File: src/rtl/fetch_ctrl.sv
// fetch_ctrl
//   Sequencing controller for the fetch unit. It keeps at most one instruction
//   memory request in flight using the current PC. Fetched words go to decode
//   with backpressure. It drives the fetch unit's stall/jal/jalr controls,
//   applies redirects from execute, and discards responses that belong to
//   squashed fetches.
//
// Ports
//   clock, reset           rising-edge clock, asynchronous active-low reset
//   io_pc                  current PC from the fetch unit
//   io_imem_req_*          request channel to instruction memory (valid/ready/addr)
//   io_imem_resp_*         response strobe and instruction word
//   io_redirect_*          one-cycle redirect from execute (jal or jalr, rs1, imm)
//   io_dec_stall           decode cannot accept an instruction this cycle
//   io_stall_en/jal_en/jalr_en  PC control to the fetch unit
//   io_imm, io_rs1         combinational pass-through of the redirect operands
//   io_inst_valid/inst/inst_pc  instruction handed to decode
//   io_squash_count        saturating count of discarded responses
module fetch_ctrl #(
  parameter int XLEN     = 32,
  parameter int SQ_CNT_W = 16
) (
  input  logic                clock,
  input  logic                reset,
  input  logic [XLEN-1:0]     io_pc,
  output logic                io_imem_req_valid,
  input  logic                io_imem_req_ready,
  output logic [XLEN-1:0]     io_imem_req_addr,
  input  logic                io_imem_resp_valid,
  input  logic [31:0]         io_imem_resp_data,
  input  logic                io_redirect_valid,
  input  logic                io_redirect_is_jalr,
  input  logic [XLEN-1:0]     io_redirect_rs1,
  input  logic [XLEN-1:0]     io_redirect_imm,
  input  logic                io_dec_stall,
  output logic                io_stall_en,
  output logic                io_jal_en,
  output logic                io_jalr_en,
  output logic [XLEN-1:0]     io_imm,
  output logic [XLEN-1:0]     io_rs1,
  output logic                io_inst_valid,
  output logic [31:0]         io_inst,
  output logic [XLEN-1:0]     io_inst_pc,
  output logic [SQ_CNT_W-1:0] io_squash_count
);

  typedef enum logic [2:0] {
    S_BOOT,
    S_FETCH,
    S_WAIT,
    S_HOLD,
    S_DRAIN
  } state_t;

  state_t                r_state;
  state_t                w_nextState;
  logic [XLEN-1:0]       r_reqPc;
  logic [31:0]           r_instBuf;
  logic [SQ_CNT_W-1:0]   r_squashCnt;

  logic                  w_redirect;
  logic                  w_handshake;
  logic                  w_bufLoad;
  logic                  w_squashInc;

  // The boot cycle ignores redirects entirely.
  assign w_redirect = io_redirect_valid && (r_state != S_BOOT);

  assign io_imem_req_addr = io_pc;
  assign io_imm           = io_redirect_imm;
  assign io_rs1           = io_redirect_rs1;
  // In WAIT the word comes straight from memory. Elsewhere it comes from the
  // buffer; it only matters in HOLD.
  assign io_inst          = (r_state == S_WAIT) ? io_imem_resp_data : r_instBuf;
  assign io_inst_pc       = r_reqPc;
  assign io_squash_count  = r_squashCnt;

  always_comb begin
    w_nextState       = r_state;
    io_imem_req_valid = 1'b0;
    io_stall_en       = 1'b1;
    io_jal_en         = 1'b0;
    io_jalr_en        = 1'b0;
    io_inst_valid     = 1'b0;
    w_handshake       = 1'b0;
    w_bufLoad         = 1'b0;
    w_squashInc       = 1'b0;

    case (r_state)
      S_BOOT: begin
        w_nextState = S_FETCH;
      end

      S_FETCH: begin
        // Withdrawing valid on a redirect keeps the stale PC from being fetched.
        io_imem_req_valid = !io_redirect_valid;
        if (!io_redirect_valid && io_imem_req_ready) begin
          w_handshake = 1'b1;
          w_nextState = S_WAIT;
        end
      end

      S_WAIT: begin
        if (io_imem_resp_valid) begin
          if (w_redirect) begin
            w_squashInc = 1'b1;
            w_nextState = S_FETCH;
          end else begin
            io_inst_valid = 1'b1;
            if (!io_dec_stall) begin
              io_stall_en = 1'b0;
              w_nextState = S_FETCH;
            end else begin
              w_bufLoad   = 1'b1;
              w_nextState = S_HOLD;
            end
          end
        end else if (w_redirect) begin
          w_nextState = S_DRAIN;
        end
      end

      S_HOLD: begin
        if (w_redirect) begin
          w_nextState = S_FETCH;
        end else begin
          io_inst_valid = 1'b1;
          if (!io_dec_stall) begin
            io_stall_en = 1'b0;
            w_nextState = S_FETCH;
          end
        end
      end

      S_DRAIN: begin
        // The response still owed to a squashed request is swallowed here.
        // A further redirect does not matter; only one request is in flight.
        if (io_imem_resp_valid) begin
          w_squashInc = 1'b1;
          w_nextState = S_FETCH;
        end
      end

      default: begin
        w_nextState = S_BOOT;
      end
    endcase

    // A redirect overrides the per-state PC control. The PC advances through
    // jal or jalr, and no instruction is offered to decode.
    if (w_redirect) begin
      io_stall_en   = 1'b0;
      io_jalr_en    = io_redirect_is_jalr;
      io_jal_en     = !io_redirect_is_jalr;
      io_inst_valid = 1'b0;
    end
  end

  always_ff @(posedge clock or negedge reset) begin
    if (!reset) begin
      r_state <= S_BOOT;
    end else begin
      r_state <= w_nextState;
    end
  end

  // Request PC latch, decode hold buffer and saturating squash counter.
  always_ff @(posedge clock or negedge reset) begin
    if (!reset) begin
      r_reqPc     <= '0;
      r_instBuf   <= '0;
      r_squashCnt <= '0;
    end else begin
      if (w_handshake) begin
        r_reqPc <= io_pc;
      end
      if (w_bufLoad) begin
        r_instBuf <= io_imem_resp_data;
      end
      if (w_squashInc && (r_squashCnt != '1)) begin
        r_squashCnt <= r_squashCnt + 1'b1;
      end
    end
  end

endmodule

File: config.mk
export PLATFORM = sky130hd
export DESIGN_NAME = fetch_ctrl
export DESIGN_NICKNAME = d
export VERILOG_FILES = /design/src/rtl/fetch_ctrl.sv
export SDC_FILE = /design/constraint.sdc
export NUM_CORES = 1
export LEC_CHECK = 0
export ABC_AREA = 1
export BUFFER_PORTS_ARGS = -buffer_cell sky130_fd_sc_hd__buf_2
export CELL_PAD_IN_SITES_DETAIL_PLACEMENT = 1
export CELL_PAD_IN_SITES_GLOBAL_PLACEMENT = 1
export CORE_MARGIN = 3
export CORE_UTILIZATION = 29
export CTS_BUF_LIST = sky130_fd_sc_hd__clkbuf_16
export DETAILED_ROUTE_END_ITERATION = 6
export GPL_ROUTABILITY_DRIVEN = 0
export GPL_TIMING_DRIVEN = 0
export PLACE_DENSITY_LB_ADDON = 0.1
export RECOVER_POWER = 50
export SKIP_CTS_REPAIR_TIMING = 1
export SYNTH_ARGS = -nofsm -noshare
export SYNTH_HDL_FRONTEND = slang
export SYNTH_SLANG_ARGS = --single-unit
File: constraint.sdc
create_clock -name clock -period 2 [get_ports clock]
set_input_delay 0.2 -clock clock [delete_from_list [all_inputs] [get_ports clock]]
set_output_delay 0.2 -clock clock [all_outputs]
set_load 0.02 [all_outputs]
==> metrics.txt, run 1 <==
status=finished, final reports clean; Die Wd=137 um; Synth top cells by count=nand2_1, buf_4, dfrtp_1, nand3_1, inv_1; number of instances in the placed design=1115; Top Ports=316; fin worst setup slack=roughly 0.098 ns; sequential cell area=2080 sq um; initial DRC count=roughly 140; DR WL/cell=13.8 um; Worst Setup Start Kind=flip-flop; Area contributors post-synth=dfrtp_1, nand2_1, buf_4; Starting Density=0.297; Met3 Wirelength=between 1500 and 2000 um; first-pass GRT wire length=~24000 um; Layout area overhead=36.3%; post-synthesis sequential area ratio=0.420; unrepaired setup endpoints after global routing=yes; Critical Path Sink Type=output port; NumNets Final=roughly 1000; fill count=2197; Final Power=between 8 and 9 mW; IO buf count=250; layout cells sized above 1=0.329; Final TNS setup=0 ns; Worst Min Path Start=io_pc[3]; critical-path maximum fanout=10; Worst VDD drop=0.393 mV; hold path depth=3; Final min period=between 1.5 and 2 ns; Mean Syn Cell Area=7.68 sq um; Core Footprint=16600 sq um; clock buffer count from CTS=9; Worst Hold Class=in -> reg; Worst-path clk slew=0.06 ns; EDFF count, synth=0; hpwl dp=12600 um; Worst Hold Path EP=io_inst_pc[3]; wirelength, routed=around 16000 um; Req. time, crit path=1.80 ns; Rows=47; Final Core Density=0.405; endpoints failing setup=0; die area=18600 sq um; residual DRC count=0; Final Slew Violations=0; Multi-input gate area=around 1800 sq um; grt total ovfl=0; max_cap viols=0; Yosys cell types=27; most common cell in the netlist=nand2_1; Critical R2R Launch=io_squash_count[0]; synth warn=0; worst skew pair latency=between 0.3 and 0.4 ns; Num Clock Sinks=83; Synth top area share=0.420; Post-Place Setup Slack=0.215 ns; critical path, cell by cell=inv_2 -> nand3_1 -> buf_4 -> buf_2 -> o21ai_0 -> buf_2; Mapped Area=4940 sq um; Yosys top cell by area=dfrtp_1; r2r setup slk=0.26 ns; Main synth FF type=dfrtp_1; vias in the first global route=~5200; Worst slew margin=0.376; clk root buf=clkbuf_16; cell mode on critical path=buf_2; worst slew pin tran=0.936 ns; GRT Total Usage=0.161; flops & latches, synth=83; CP delay by family, top=buffers and inverters; routed vias/inst=around 4.4; met2 WL=7800 um; Mapped Nets=780; critical path class=reg -> out; fin cells=1136; count of final hold-check violations=0; Clock Skew=between 0.01 and 0.015 ns; post-route ant nets=0; r2r endpoint=io_squash_count[14]; top sig layer=met5; Worst path slowest cell=dfrtp_1; CP arrival=1.70 ns; clk buf depth=2; initial antenna violation count=1; crit path buf inv count=4; drt first pass iters=4; pwr/cell area=1280 nW/um^2; CTS tree=yes; leakage power=3.69 nW; Antenna Cells=0; Fmax=526 MHz; Die H=137 um; via count=5003; CP max stage delay=0.40 ns; Levels on crit path=6; final period utilization=0.951; CTS H-tree depth=3; largest net degree at the start of global routing=51; worst r2r path cells=10; Post-Syn Instances=644; ys async rst share=1.00; Metal-1 WL=6110 um
-- sequential cells by signal, summed over array words and instances (netlist names) --
name / flops
io_inst_pc: 32
io_squash_count: 16
r_instBuf: 32
r_state: 3
-- power by group --
group | leakage (nW) | internal [mW] | switching [mW]
clock | 0.141 | 0.952 | 0.680
combinational | 2.49 | 1.48 | 2.70
sequential | 1.06 | 2.36 | 0.427
total | 3.69 | 4.79 | 3.80
-- cells by family after synthesis --
kind of cell               synth area share
AOI/OAI and AO/OA                    0.0820
xor gates and xnor gates             0.0106
adders and majority gates           0.00253
buffers and inverters                 0.219
DFF                                   0.420
and+or+nand+nor                       0.266
-- placed cells by master, fill, tap and decap left out, drive strengths merged, types with 4 or more instances in the layout --
cell and n:
a21oi 4, buf 253, clkbuf 132, dfrtp 83
inv 55, nand2 214, nand3 56, nand4 6
nor2 30, o21ai 68, xor2 4
-- routing by layer --
layer | vias up | global-route usage
met4 | 2 | 0.0442
li1 | 2457 | -
met5 | - | 0
met1 | 2335 | 0.193
met2 | 198 | 0.278
met3 | 11 | 0.0504
-- area by class of cell --
class | instances | share of cell area
Buffer | 121 | 0.134
Timing Repair Buffer | 256 | 0.178
Clock buffer | 9 | 0.0334
Multi-Input combinational cell | 387 | 0.267
Sequential cell | 83 | 0.309
Inverter | 53 | 0.0299
Tap cell | 220 | 0.0409
Clock inverter | 7 | 0.00910
-- how the worst max path moves through the flow --
| stage | from | to | slack (ns) |
|---|---|---|---|
| 6_report | r_state[2] | io_inst[16] | 0.1 |
| 5_1_grt | r_state[2] | io_inst_valid | -0.03 |
| 4_1_cts | r_state[0] | io_inst[23] | -0.16 |
| 3_5_place_dp | r_state[0] | io_inst[23] | 0.21 |
| 3_3_place_gp | reset | io_inst_pc[11] | -0.06 |
| 2_1_floorplan | r_state[0] | io_inst[10] | 0.37 |
-- tightest hold or removal path, delay by kind of cell --
| kind | cells | cell delay (ns) |
|---|---|---|
| and+or+nand+nor | 2 | 0.13 |
| buffers and inverters | 1 | 0.09 |
-- per-stage QoR --
stage / hold WS [ns] / instance area, sq um
floorplan: -0.0956 / 4940
global placement: 0.449 / 6470
detailed placement: 0.192 / 6500
CTS: -0.174 / 6790
global route: 0.119 / 6740
finish: 0.112 / 6740
Note: power is estimated with default switching activity, not from simulation.
==> run 2: changes to the inputs <==
CTS_CLUSTER_SIZE = 10   (was not set)
GPL_TIMING_DRIVEN = not set   (was 0)
==> run 2 against run 1 <==
Net effect:
- combinational power down 12%
- worst setup slack better by 0.039 ns
- final area down 17%
- fmax up 2.1%
- largest power group unchanged
- highest routed layer is now met4
==> metrics.txt, run 2 (synthesis gave the netlist of run 1 again) <==
Die Wd=approximately 140 um; initial DRC count=150; Core Footprint=16600 sq um; Worst VDD drop=0.471 mV; CP max stage delay=0.40 ns; met2 GRT Util=0.251; grt total ovfl=0; CTS H-tree depth=3; commonest non-fill, non-tap cell in the layout=nand2_1; unrepaired setup endpoints after global routing=no; hpwl dp=10000 um; clk buf depth=2; initial antenna violation count=0; max_cap viols=0; Fmax=537 MHz; Layout area overhead=13.6%; clk root buf=clkbuf_16; worst skew pair latency=0.34 ns; Rows=47; Post-Place Setup Slack=0.348 ns; Final TNS setup=0 ns; Critical Path Sink Type=output port; fill count=2117; endpoints failing setup=0; Req. time, crit path=1.80 ns; GR peak layer=met2; final period utilization=0.931; most frequent cells in the layout=nand2_1, buf_2, dfrtp_1, clkbuf_1, nand3_1; Antenna Cells=0; residual DRC count=0; DR WL/cell=14.4 um; Worst Setup Start Kind=flip-flop; Worst Hold Class=in -> reg; GRT met1 Usage=0.181; critical path, cell by cell=inv_2 -> nand3_4 -> clkbuf_16 -> o21ai_0 -> buf_2; critical path class=reg -> out; sequential cell area=2080 sq um; clock buffer count from CTS=9; Final min period=1.86 ns; Final Core Density=0.337; Die H=137 um; Final Power=between 8 and 9 mW; Final Slew Violations=0; via count=around 4300; Placed Area=5380 sq um; post-route ant nets=0; Worst path slowest cell=dfrtp_1; Clock Skew=0.00740 ns; routed vias/inst=4.48; critical-path maximum fanout=32; first-pass GRT wire length=22300 um; layout cells sized above 1=0.229; worst slew pin tran=0.949 ns; die area=between 15000 and 20000 sq um; CTS tree=yes; drt first pass iters=4; Top Ports=about 320; met3 Use GR=0.0408; vias in the first global route=approximately 4500; IO buf count=187; fin worst setup slack=0.137 ns; Num Clock Sinks=83; Multi-input gate area=approximately 1800 sq um; Worst slew margin=0.367; largest net degree at the start of global routing=65; cell area after layout=5610 sq um; leakage power=3.04 nW; NumNets Final=865; status=finished, final reports clean; wirelength, routed=13800 um; Starting Density=0.297; Worst-path clk slew=0.06 ns; CP arrival=between 1.5 and 2 ns; count of final hold-check violations=0; pwr/cell area=1440 nW/um^2; GRT Total Usage=0.149
-- run 2: changes by cell type in the layout (fill, tap and decap cells not counted), sizes merged --
cell,delta
clkinvlp,-2
inv,+1
clkbuf,-57
clkinv,+1
buf,-125
-- run 2: worst paths after layout --
kind	start	endpoint	slack, ns	depth (start not counted)
min in group asynchronous	reset	r_instBuf[15]	0.56	2
max in group asynchronous	reset	io_inst_pc[9]	0.44	3
min	io_pc[26]	io_inst_pc[26]	0.11	3
max reg2reg	io_squash_count[0]	io_squash_count[9]	0.36	8
min reg2reg	io_inst_pc[19]	io_inst_pc[19]	0.47	2
max	r_state[2]	io_inst[1]	0.14	5
-- run 2: per-stage QoR --
step | hold slack, ns | std cells
floorplan | -0.0956 | 644
global placement | 0.209 | 936
detailed placement | 0.207 | 936
CTS | -0.160 | 952
global route | 0.106 | 954
finish | 0.111 | 954
-- run 2: worst max-delay path: cells and delay by family, from the launching register on --
kind / cells / cell delay, ns
DFF: 1 / 0.40
buffers and inverters: 3 / 0.58
AOI/OAI and AO/OA: 1 / 0.22
and+or+nand+nor: 1 / 0.13
-- run 2: final cells by class --
type | count | area share
Timing Repair Buffer | 195 | 0.175
Tap cell | 220 | 0.0490
Sequential cell | 83 | 0.370
Clock buffer | 9 | 0.0401
Clock inverter | 7 | 0.00936
Multi-Input combinational cell | 387 | 0.321
Inverter | 53 | 0.0359
-- run 2: per-layer routing --
metal	share of wire	up-vias
li1	-	2095
met1	0.43	2017
met2	0.49	133
met3	0.071	32
met4	0.018	0
met5	0	-
-- run 2: where the power goes --
part	switching (mW)	internal (mW)	total (mW)
combinational	2.49	1.19	3.69
clock	0.661	0.942	1.60
sequential	0.431	2.36	2.79
